<file path="src/rtl/bcd2bin_seq_pkg.sv">
// rtl/bcd2bin_seq_pkg.sv - shared state encodings and BCD correction constants
package bcd2bin_seq_pkg;

    typedef enum logic [1:0] {
        ST_IDLE = 2'd0,
        ST_CONV = 2'd1,
        ST_DONE = 2'd2
    } state_e;

    localparam logic [3:0] BCD_CORR   = 4'd3;
    localparam logic [3:0] BCD_THRESH = 4'd8;
    localparam logic [3:0] BCD_MAX    = 4'd9;

endpackage

</file>
<file path="src/rtl/bcd2bin_seq_digit_corr.sv">
// rtl/bcd2bin_seq_digit_corr.sv - reverse double-dabble digit correction (d>=8 ? d-3 : d)
module bcd_digit_corr
    import bcd2bin_seq_pkg::*;
(
    input  logic [3:0] d_i,
    output logic [3:0] d_o
);

    // d >= 8 guarantees the 4-bit subtraction never borrows
    assign d_o = (d_i >= BCD_THRESH) ? (d_i - BCD_CORR) : d_i;

endmodule

</file>
<file path="src/rtl/bcd2bin_seq.sv">
// rtl/bcd2bin_seq.sv - sequential BCD-to-binary converter (shift right, subtract-3)
module bcd2bin_seq
    import bcd2bin_seq_pkg::*;
#(
    parameter int NDIG  = 2,
    parameter int BIN_W = 7
) (
    input  logic                Clock,
    input  logic                Reset,
    input  logic                start,
    input  logic [4*NDIG-1:0]   bcd_in,
    output logic [BIN_W-1:0]    bin_out,
    output logic                busy,
    output logic                done,
    output logic                err
);

    localparam int SW = 4*NDIG + BIN_W;
    localparam int CW = $clog2(BIN_W + 1);
    localparam logic [CW-1:0] CNT_LAST = CW'(BIN_W - 1);

    state_e           state_q, state_d;
    logic [CW-1:0]    cnt_q, cnt_d;
    logic [SW-1:0]    s_q, s_d;
    logic [BIN_W-1:0] bin_q, bin_d;
    logic             err_q, err_d;

    logic [SW-1:0]    s_shift;
    logic [SW-1:0]    s_corr;
    logic             bcd_bad;

    assign s_shift = s_q >> 1;
    assign s_corr[BIN_W-1:0] = s_shift[BIN_W-1:0];

    for (genvar g = 0; g < NDIG; g++) begin : g_corr
        bcd_digit_corr u_corr (
            .d_i (s_shift[BIN_W + 4*g +: 4]),
            .d_o (s_corr[BIN_W + 4*g +: 4])
        );
    end

    always_comb begin
        bcd_bad = 1'b0;
        for (int i = 0; i < NDIG; i++) begin
            if (bcd_in[4*i +: 4] > BCD_MAX) bcd_bad = 1'b1;
        end
    end

    always_comb begin
        state_d = state_q;
        cnt_d   = cnt_q;
        s_d     = s_q;
        bin_d   = bin_q;
        err_d   = err_q;
        unique case (state_q)
            ST_IDLE: begin
                if (start) begin
                    s_d   = {bcd_in, {BIN_W{1'b0}}};
                    cnt_d = '0;
                    if (bcd_bad) begin
                        bin_d   = '0;
                        err_d   = 1'b1;
                        state_d = ST_DONE;
                    end else begin
                        state_d = ST_CONV;
                    end
                end
            end
            ST_CONV: begin
                s_d   = s_corr;
                cnt_d = cnt_q + 1'b1;
                if (cnt_q == CNT_LAST) begin
                    bin_d   = s_corr[BIN_W-1:0];
                    err_d   = 1'b0;
                    state_d = ST_DONE;
                end
            end
            ST_DONE: state_d = ST_IDLE;
            default: state_d = ST_IDLE;
        endcase
    end

    always_ff @(posedge Clock) begin
        if (Reset) begin
            state_q <= ST_IDLE;
            cnt_q   <= '0;
            s_q     <= '0;
            bin_q   <= '0;
            err_q   <= 1'b0;
        end else begin
            state_q <= state_d;
            cnt_q   <= cnt_d;
            s_q     <= s_d;
            bin_q   <= bin_d;
            err_q   <= err_d;
        end
    end

    assign bin_out = bin_q;
    assign err     = err_q;
    assign busy    = (state_q == ST_CONV);
    assign done    = (state_q == ST_DONE);

endmodule
</file>
<file path="config.mk">
export PLATFORM = sky130hd
export DESIGN_NAME = bcd2bin_seq
export DESIGN_NICKNAME = d
export VERILOG_FILES = /design/src/rtl/bcd2bin_seq_pkg.sv /design/src/rtl/bcd2bin_seq_digit_corr.sv /design/src/rtl/bcd2bin_seq.sv
export SDC_FILE = /design/constraint.sdc
export NUM_CORES = 1
export LEC_CHECK = 0
export CAP_MARGIN = 20
export CORE_MARGIN = 4
export CORE_UTILIZATION = 51
export CTS_CLUSTER_SIZE = 28
export DETAILED_ROUTE_END_ITERATION = 8
export HOLD_SLACK_MARGIN = 0.08
export PLACE_DENSITY = 0.82
export RECOVER_POWER = 100
export REMOVE_ABC_BUFFERS = 1
export SYNTH_ARGS = -nofsm -noshare
export SYNTH_HDL_FRONTEND = slang
export SYNTH_SLANG_ARGS = --single-unit
</file>
<file path="constraint.sdc">
create_clock -name Clock -period 1.73 [get_ports Clock]
set_input_delay 0.173 -clock Clock [delete_from_list [all_inputs] [get_ports Clock]]
set_output_delay 0.173 -clock Clock [all_outputs]
set_load 0.05 [all_outputs]
</file>
======== Word level (Yosys, flattened, before mapping) ========
Index checks and enable logic that the tools add are counted.
cells by class
  add/sub/neg operators ................... 3
  magnitude comparators ................... 4
  equality and inequality tests ........... 6
  mux-type cells .......................... 20
  reductions and logical operators ........ 5
operators by type and width
  kind                   number
  $pmux W15 S2           1
  $mux W7                3
  $mux W15               1
  $pmux W7 S2            1
  $gt A4 B4 Y1 const B   2
  $mux W4                2
  $mux W2                3
  $pmux W3 S2            1
  $mux W1                5
  $ge A3 B4 Y1 const B   1
  $ge A4 B4 Y1 const B   1
  $ne A2 B2 Y1 const B   2
  $pmux W2 S2            1
  $reduce_and A2 Y1      2
  $reduce_and A4 Y1      1
  $sub A3 B2 Y4 const B  1
  $sub A4 B2 Y4 const B  1
  $add A3 B1 Y3 const B  1
  $eq A3 B3 Y1 const B   1
  $mux W3                1
  $eq A2 B1 Y1 const B   1
  $eq A2 B2 Y1 const B   1
  $logic_not A2 Y1       1
  $ne A2 B1 Y1 const B   1
  2 further kinds        2
storage, ports and cells
  register bits after elaboration ......... 28
  output and inout port bits .............. 10

======== Longest topological paths before layout ========
  depth after elaboration ................. 6
  gate-level depth with buffers ........... 6
  gate-level depth less buffers ........... 5

======== Modules after synthesis ========
A second synthesis with hierarchy kept.
unflattened totals
  cells, all modules ...................... 148
  area, all modules ....................... 1,352.5 µm²
modules (own cells, without submodules)
  module          times used  cells each  area an instance (µm²)
  bcd2bin_seq     1           126         1,199.9
  bcd_digit_corr  2           11          76.3

======== Least setup slack after synthesis ========
No wires, ideal clock.
  path kind ............................... reg2reg
  start ................................... reg s_q[8]
  end ..................................... reg s_q[8]
  data arrival time ....................... 1.265 ns
  required time ........................... 1.596 ns
  setup slack ............................. 0.331 ns
  stages on the path, launching flop included .. 6
  cells stage by stage .................... dfxtp_1 -> inv_1 -> ha_1 -> mux2_2 -> a221oi_1 -> a211oi_1
between the ends
  word-level cells in the longest chain between the ends .. 3
  elaborated cells between the ends (all ways) .. 4
ends and longest elaborated chain
  element                                        RTL line                      text
  from (decl)                                    bcd2bin_seq.sv:24             logic [SW-1:0] s_q, s_d;
  from (signal assigned)                         bcd2bin_seq.sv:87             s_q <= '0;
  from (signal assigned)                         bcd2bin_seq.sv:93             s_q <= s_d;
  $sub A4 B2 Y4 or $ge A4 B4 Y1 (tied branches)  bcd2bin_seq_digit_corr.sv:10  assign d_o = (d_i >= BCD_THRESH) ? (d_i - BCD_CORR) : d_i;
  $mux W4 *                                      bcd2bin_seq_digit_corr.sv:10
  $pmux W15 S2 *                                 bcd2bin_seq.sv:55             unique case (state_q)
Every way passes the cells marked *; elsewhere a longest branch is shown, timed or not.
A chain may end at the register's enable or synchronous reset.

======== Final worst setup path ========
  start ................................... reg bin_q[2], in the netlist bin_out[2]
  end ..................................... out bin_out[2]
RTL lines
  element                 RTL line           text
  from (decl)             bcd2bin_seq.sv:25  logic [BIN_W-1:0] bin_q, bin_d;
  from (signal assigned)  bcd2bin_seq.sv:94  bin_q <= bin_d;
  to (decl)               bcd2bin_seq.sv:12  output logic [BIN_W-1:0] bin_out,
No word-level cell between the ends.

==> out/summary.json <==
{
  "final-max-slew-violation-count": {"value": 0},
  "worst_path_dominant_cell_family": {"value": "buffers and inverters"},
  "worstHoldEndpoint": {"value": "s_q[10]$_SDFFE_PP0P_"},
  "ys_async_sr_fraction": {"value": 0, "unit": "%"},
  "grt_pass1_vias": {"value": 976},
  "dr.pass1.iters": {"value": 4},
  "initial_utilization": {"value": 55.4, "unit": "%"},
  "cp_data_arrival_time": {"value": 1500, "unit": "ps"},
  "fin_util": {"value": 65.3, "unit": "%"},
  "timing.setup.tns": {"value": 0, "unit": "ps"},
  "hp-start": {"value": "bcd_in[3]"},
  "outcome": {"value": "finished clean"},
  "drive_above_1_share": {"value": 10.3, "unit": "%"},
  "detailed_place_hpwl": {"value": 1.86, "unit": "mm"},
  "power_density_normalized_to_cell_area": {"value": 789, "unit": "nW/um2"},
  "synth_cell_type_count": {"value": 36},
  "vias_per_cell": {"value": 5.72},
  "cap_violations": {"value": 0},
  "worst_setup_path_start_kind": {"value": "flop"},
  "worst_reg2reg_path_depth": {"value": 5},
  "min_path_cells": {"value": 3},
  "cts_tree": {"value": "done"},
  "grt.total_usage": {"value": 16.1, "unit": "%"},
  "reg2reg_from": {"value": "s_q[8]$_SDFFE_PP0P_"},
  "detail-route-antenna-nets": {"value": 0},
  "crit_path_end_kind": {"value": "output port"},
  "leakage": {"value": 0.000531, "unit": "uW"},
  "max-clock-path-buffers": {"value": 2},
  "final_cell_count_no_fill": {"value": 184},
  "floorplan.die.width": {"value": 57.7, "unit": "um"},
  "power.share.clock": {"value": 23.5, "unit": "%"},
  "power.internal": {"value": 837, "unit": "uW"},
  "dp_cells": {"value": 180},
  "num_antenna_cells": {"value": 0},
  "met2RoutedLength": {"value": 1.25, "unit": "mm"},
  "die_outline_area": {"value": 3330, "unit": "um2"},
  "timing.final.crit_share": {"value": 96.5, "unit": "%"},
  "max_freq": {"value": 599, "unit": "MHz"},
  "synth_area_per_cell": {"value": 9.26, "unit": "um2"},
  "power.sequential.fraction": {"value": 58.0, "unit": "%"},
  "yosys_warnings": {"value": 0},
  "power_frac_comb": {"value": 18.5, "unit": "%"},
  "met1_routed_wirelength_after_detailed_routing": {"value": 1.24, "unit": "mm"},
  "cp_max_fo": {"value": 2},
  "floorplan.rows": {"value": 17},
  "critical_path.reg2reg.endpoint": {"value": "s_q[8]$_SDFFE_PP0P_"},
  "maximum_number_of_pins_on_one_net_before_global_route_repair": {"value": 28},
  "swShare": {"value": 28.6, "unit": "%"},
  "worst-slew-pin-transition": {"value": 615, "unit": "ps"},
  "timing.critical_path.required": {"value": 1560, "unit": "ps"},
  "synth.ff_latch_count": {"value": 27},
  "first_iter_violations": {"value": 26},
  "syn2layout_area_growth": {"value": 17.9, "unit": "%"},
  "report.final.setup_viol": {"value": 0},
  "synth.yosys.seq_area_share": {"value": 42.9, "unit": "%"},
  "period_needed": {"value": 1670, "unit": "ps"},
  "net_total_in_the_final_layout": {"value": 172},
  "grt_overflow_total": {"value": 0},
  "relative_slew_slack": {"value": 59.2, "unit": "%"},
  "numClockSinks": {"value": 27},
  "power.switching": {"value": 335, "unit": "uW"},
  "io_pins": {"value": 21},
  "vdd.ir_drop.worst": {"value": 0.463, "unit": "mV"},
  "top_signal_layer_used": {"value": "met4"},
  "cts_inserted_buffers": {"value": 3},
  "cts_hold_buf": {"value": 0},
  "timing_worst_setup_path_type": {"value": "flop to output port"},
  "cts_root_buffer": {"value": "sky130_fd_sc_hd__clkbuf_4"},
  "die_y": {"value": 57.7, "unit": "um"},
  "number_of_drc_violations_after_detailed_routing": {"value": 0},
  "finalWeightedCongestion": {"value": 0.816},
  "postSynth.topFlopCell": {"value": "sky130_fd_sc_hd__dfxtp_1"},
  "core-area": {"value": 2280, "unit": "um2"},
  "wire_per_inst": {"value": 14.2, "unit": "um"},
  "routed_wire_length": {"value": 2.60, "unit": "mm"},
  "grt_first_pass_wirelength": {"value": 4.24, "unit": "mm"},
  "clk_latency": {"value": 320, "unit": "ps"},
  "fin_worst_skew": {"value": 2.57, "unit": "ps"},
  "hold_path_class": {"value": "input pin to flop"},
  "via_count": {"value": 1052},
  "syn-cell-area": {"value": 1260, "unit": "um2"},
  "crit_path_cell_trace": {"value": "clkdlybuf4s50_1"},
  "io_buffer_count": {"value": 20},
  "clkSlewWorstSetupHoldPaths": {"value": 150, "unit": "ps"},
  "crit_path_max_incr_delay": {"value": 810, "unit": "ps"},
  "number_of_enable_flip_flop_cells_after_synthesis": {"value": 0},
  "cts-htree-levels": {"value": 1},
  "setup.reg_to_reg.worst_slack": {"value": 220, "unit": "ps"},
  "slowest_cp_cell": {"value": "sky130_fd_sc_hd__clkdlybuf4s50_1"},
  "met3RoutedLength": {"value": 93, "unit": "um"},
  "grt_setup_unrepaired": {"value": "no"},
  "critical_path_buffer_and_inverter_count": {"value": 1},
  "antenna_found_initial": {"value": 0},
  "timing.final.hold_violations": {"value": 0},
  "synth_cells": {"value": 136}
}
## how the worst max path moves through the flow
stage / from / end / slack [ps] / depth (start not counted)
floorplan: state_q[0]$_SDFFE_PP0P_ / bin_out[6]$_SDFFE_PP0P_ / 30 / 3
global placement: bcd_in[2] / bin_out[0]$_SDFFE_PP0P_ / 180 / 4
detailed placement: bcd_in[6] / bin_out[5]$_SDFFE_PP0P_ / 140 / 4
CTS: bin_out[6]$_SDFFE_PP0P_ / bin_out[6] / 30 / 1
global route: bin_out[2]$_SDFFE_PP0P_ / bin_out[2] / 3 / 1
finish: bin_out[2]$_SDFFE_PP0P_ / bin_out[2] / 60 / 1
## layout make-up
type | count | area [um2]
Fill cell | 201 | 791
Multi-Input combinational cell | 92 | 622
Tap cell | 28 | 35.0
Clock inverter | 1 | 7.51
Inverter | 7 | 26.3
Clock buffer | 3 | 22.5
Sequential cell | 27 | 541
Timing Repair Buffer | 26 | 231
## power groups by stage
stage | Sequential [uW] | Clock (uW) | Combinational, uW
after detailed placement | 693 | 0 | 223
after global routing | 684 | 310 | 235
final | 680 | 275 | 216
after CTS | 679 | 287 | 225
after floorplan | 693 | 0 | 123
after global placement | 691 | 0 | 217
## cells in the final DEF, fill, tap and decap left out, types with 2 or more instances in the layout
| master | instances |
|---|---|
| sky130_fd_sc_hd__nor2_1 | 16 |
| sky130_fd_sc_hd__a32oi_1 | 2 |
| sky130_fd_sc_hd__a21oi_1 | 9 |
| sky130_fd_sc_hd__clkbuf_4 | 3 |
| sky130_fd_sc_hd__inv_1 | 7 |
| sky130_fd_sc_hd__xnor2_1 | 2 |
| sky130_fd_sc_hd__a311oi_1 | 7 |
| sky130_fd_sc_hd__nor2b_1 | 3 |
| sky130_fd_sc_hd__clkbuf_1 | 4 |
| sky130_fd_sc_hd__dfxtp_1 | 27 |
| sky130_fd_sc_hd__a211oi_1 | 8 |
| sky130_fd_sc_hd__nand2_1 | 10 |
| sky130_fd_sc_hd__a22oi_1 | 7 |
| sky130_fd_sc_hd__ha_1 | 4 |
| sky130_fd_sc_hd__mux2i_1 | 3 |
| sky130_fd_sc_hd__buf_4 | 4 |
| sky130_fd_sc_hd__clkdlybuf4s50_1 | 15 |
| sky130_fd_sc_hd__o21ai_0 | 3 |
## stage by stage
step	instance area, um2	setup slack (ps)	hold WS, ps	total power (uW)
after global routing	1490	2.63	456	1230
after detailed placement	1490	141	465	916
after global placement	1490	176	451	908
after CTS	1520	28.4	430	1190
final	1490	61.3	444	1170
after floorplan	1190	32.4	242	816
## registers in the layout, indices dropped and copies added (netlist names)
name and cells:
cnt_q 3, state_q 2, s_q 14, bin_out 7, err 1
## cell families (layout without fill, tap and decap cells)
logic type | after synthesis | in the layout | share of synthesized area [%]
AOI/OAI and AO/OA | 44 | 44 | 25.1
DFF | 27 | 27 | 42.9
muxes | 4 | 4 | 3.28
and+or+nand+nor | 38 | 38 | 15.6
xor gates and xnor gates | 2 | 2 | 1.39
adders and majority gates | 4 | 4 | 3.97
buffers and inverters | 17 | 37 | 7.75
## cell usage after synthesis (2+ instances only)
master	count	area share [%]
sky130_fd_sc_hd__ha_1	4	4.0
sky130_fd_sc_hd__nor2b_1	3	1.5
sky130_fd_sc_hd__nand2_1	10	3.0
sky130_fd_sc_hd__a22oi_1	7	4.2
sky130_fd_sc_hd__clkbuf_1	2	0.60
sky130_fd_sc_hd__a311oi_1	7	4.9
sky130_fd_sc_hd__a21oi_1	9	3.6
sky130_fd_sc_hd__buf_6	3	2.7
sky130_fd_sc_hd__xnor2_1	2	1.4
sky130_fd_sc_hd__a32oi_1	2	1.4
sky130_fd_sc_hd__buf_4	2	1.2
sky130_fd_sc_hd__nor2_1	16	4.8
sky130_fd_sc_hd__a211oi_1	8	4.8
sky130_fd_sc_hd__o21ai_0	3	1.2
sky130_fd_sc_hd__mux2i_1	3	2.4
sky130_fd_sc_hd__buf_2	3	1.2
sky130_fd_sc_hd__inv_1	7	2.1
sky130_fd_sc_hd__dfxtp_1	27	43
## repair_timing
action	CTS	global route
endpoints found under the hold margin	0	0
resized for setup	0	3
buffers inserted	0	0
setup endpoints to repair	0	3
## layer usage
metal | global-route usage (%) | vias up
li1 | - | 538
met1 | 20.4 | 492
met2 | 26.1 | 20
met3 | 3.56 | 2
met4 | 6.95 | 0
met5 | 0 | -
Power figures use the tool's default switching activity.
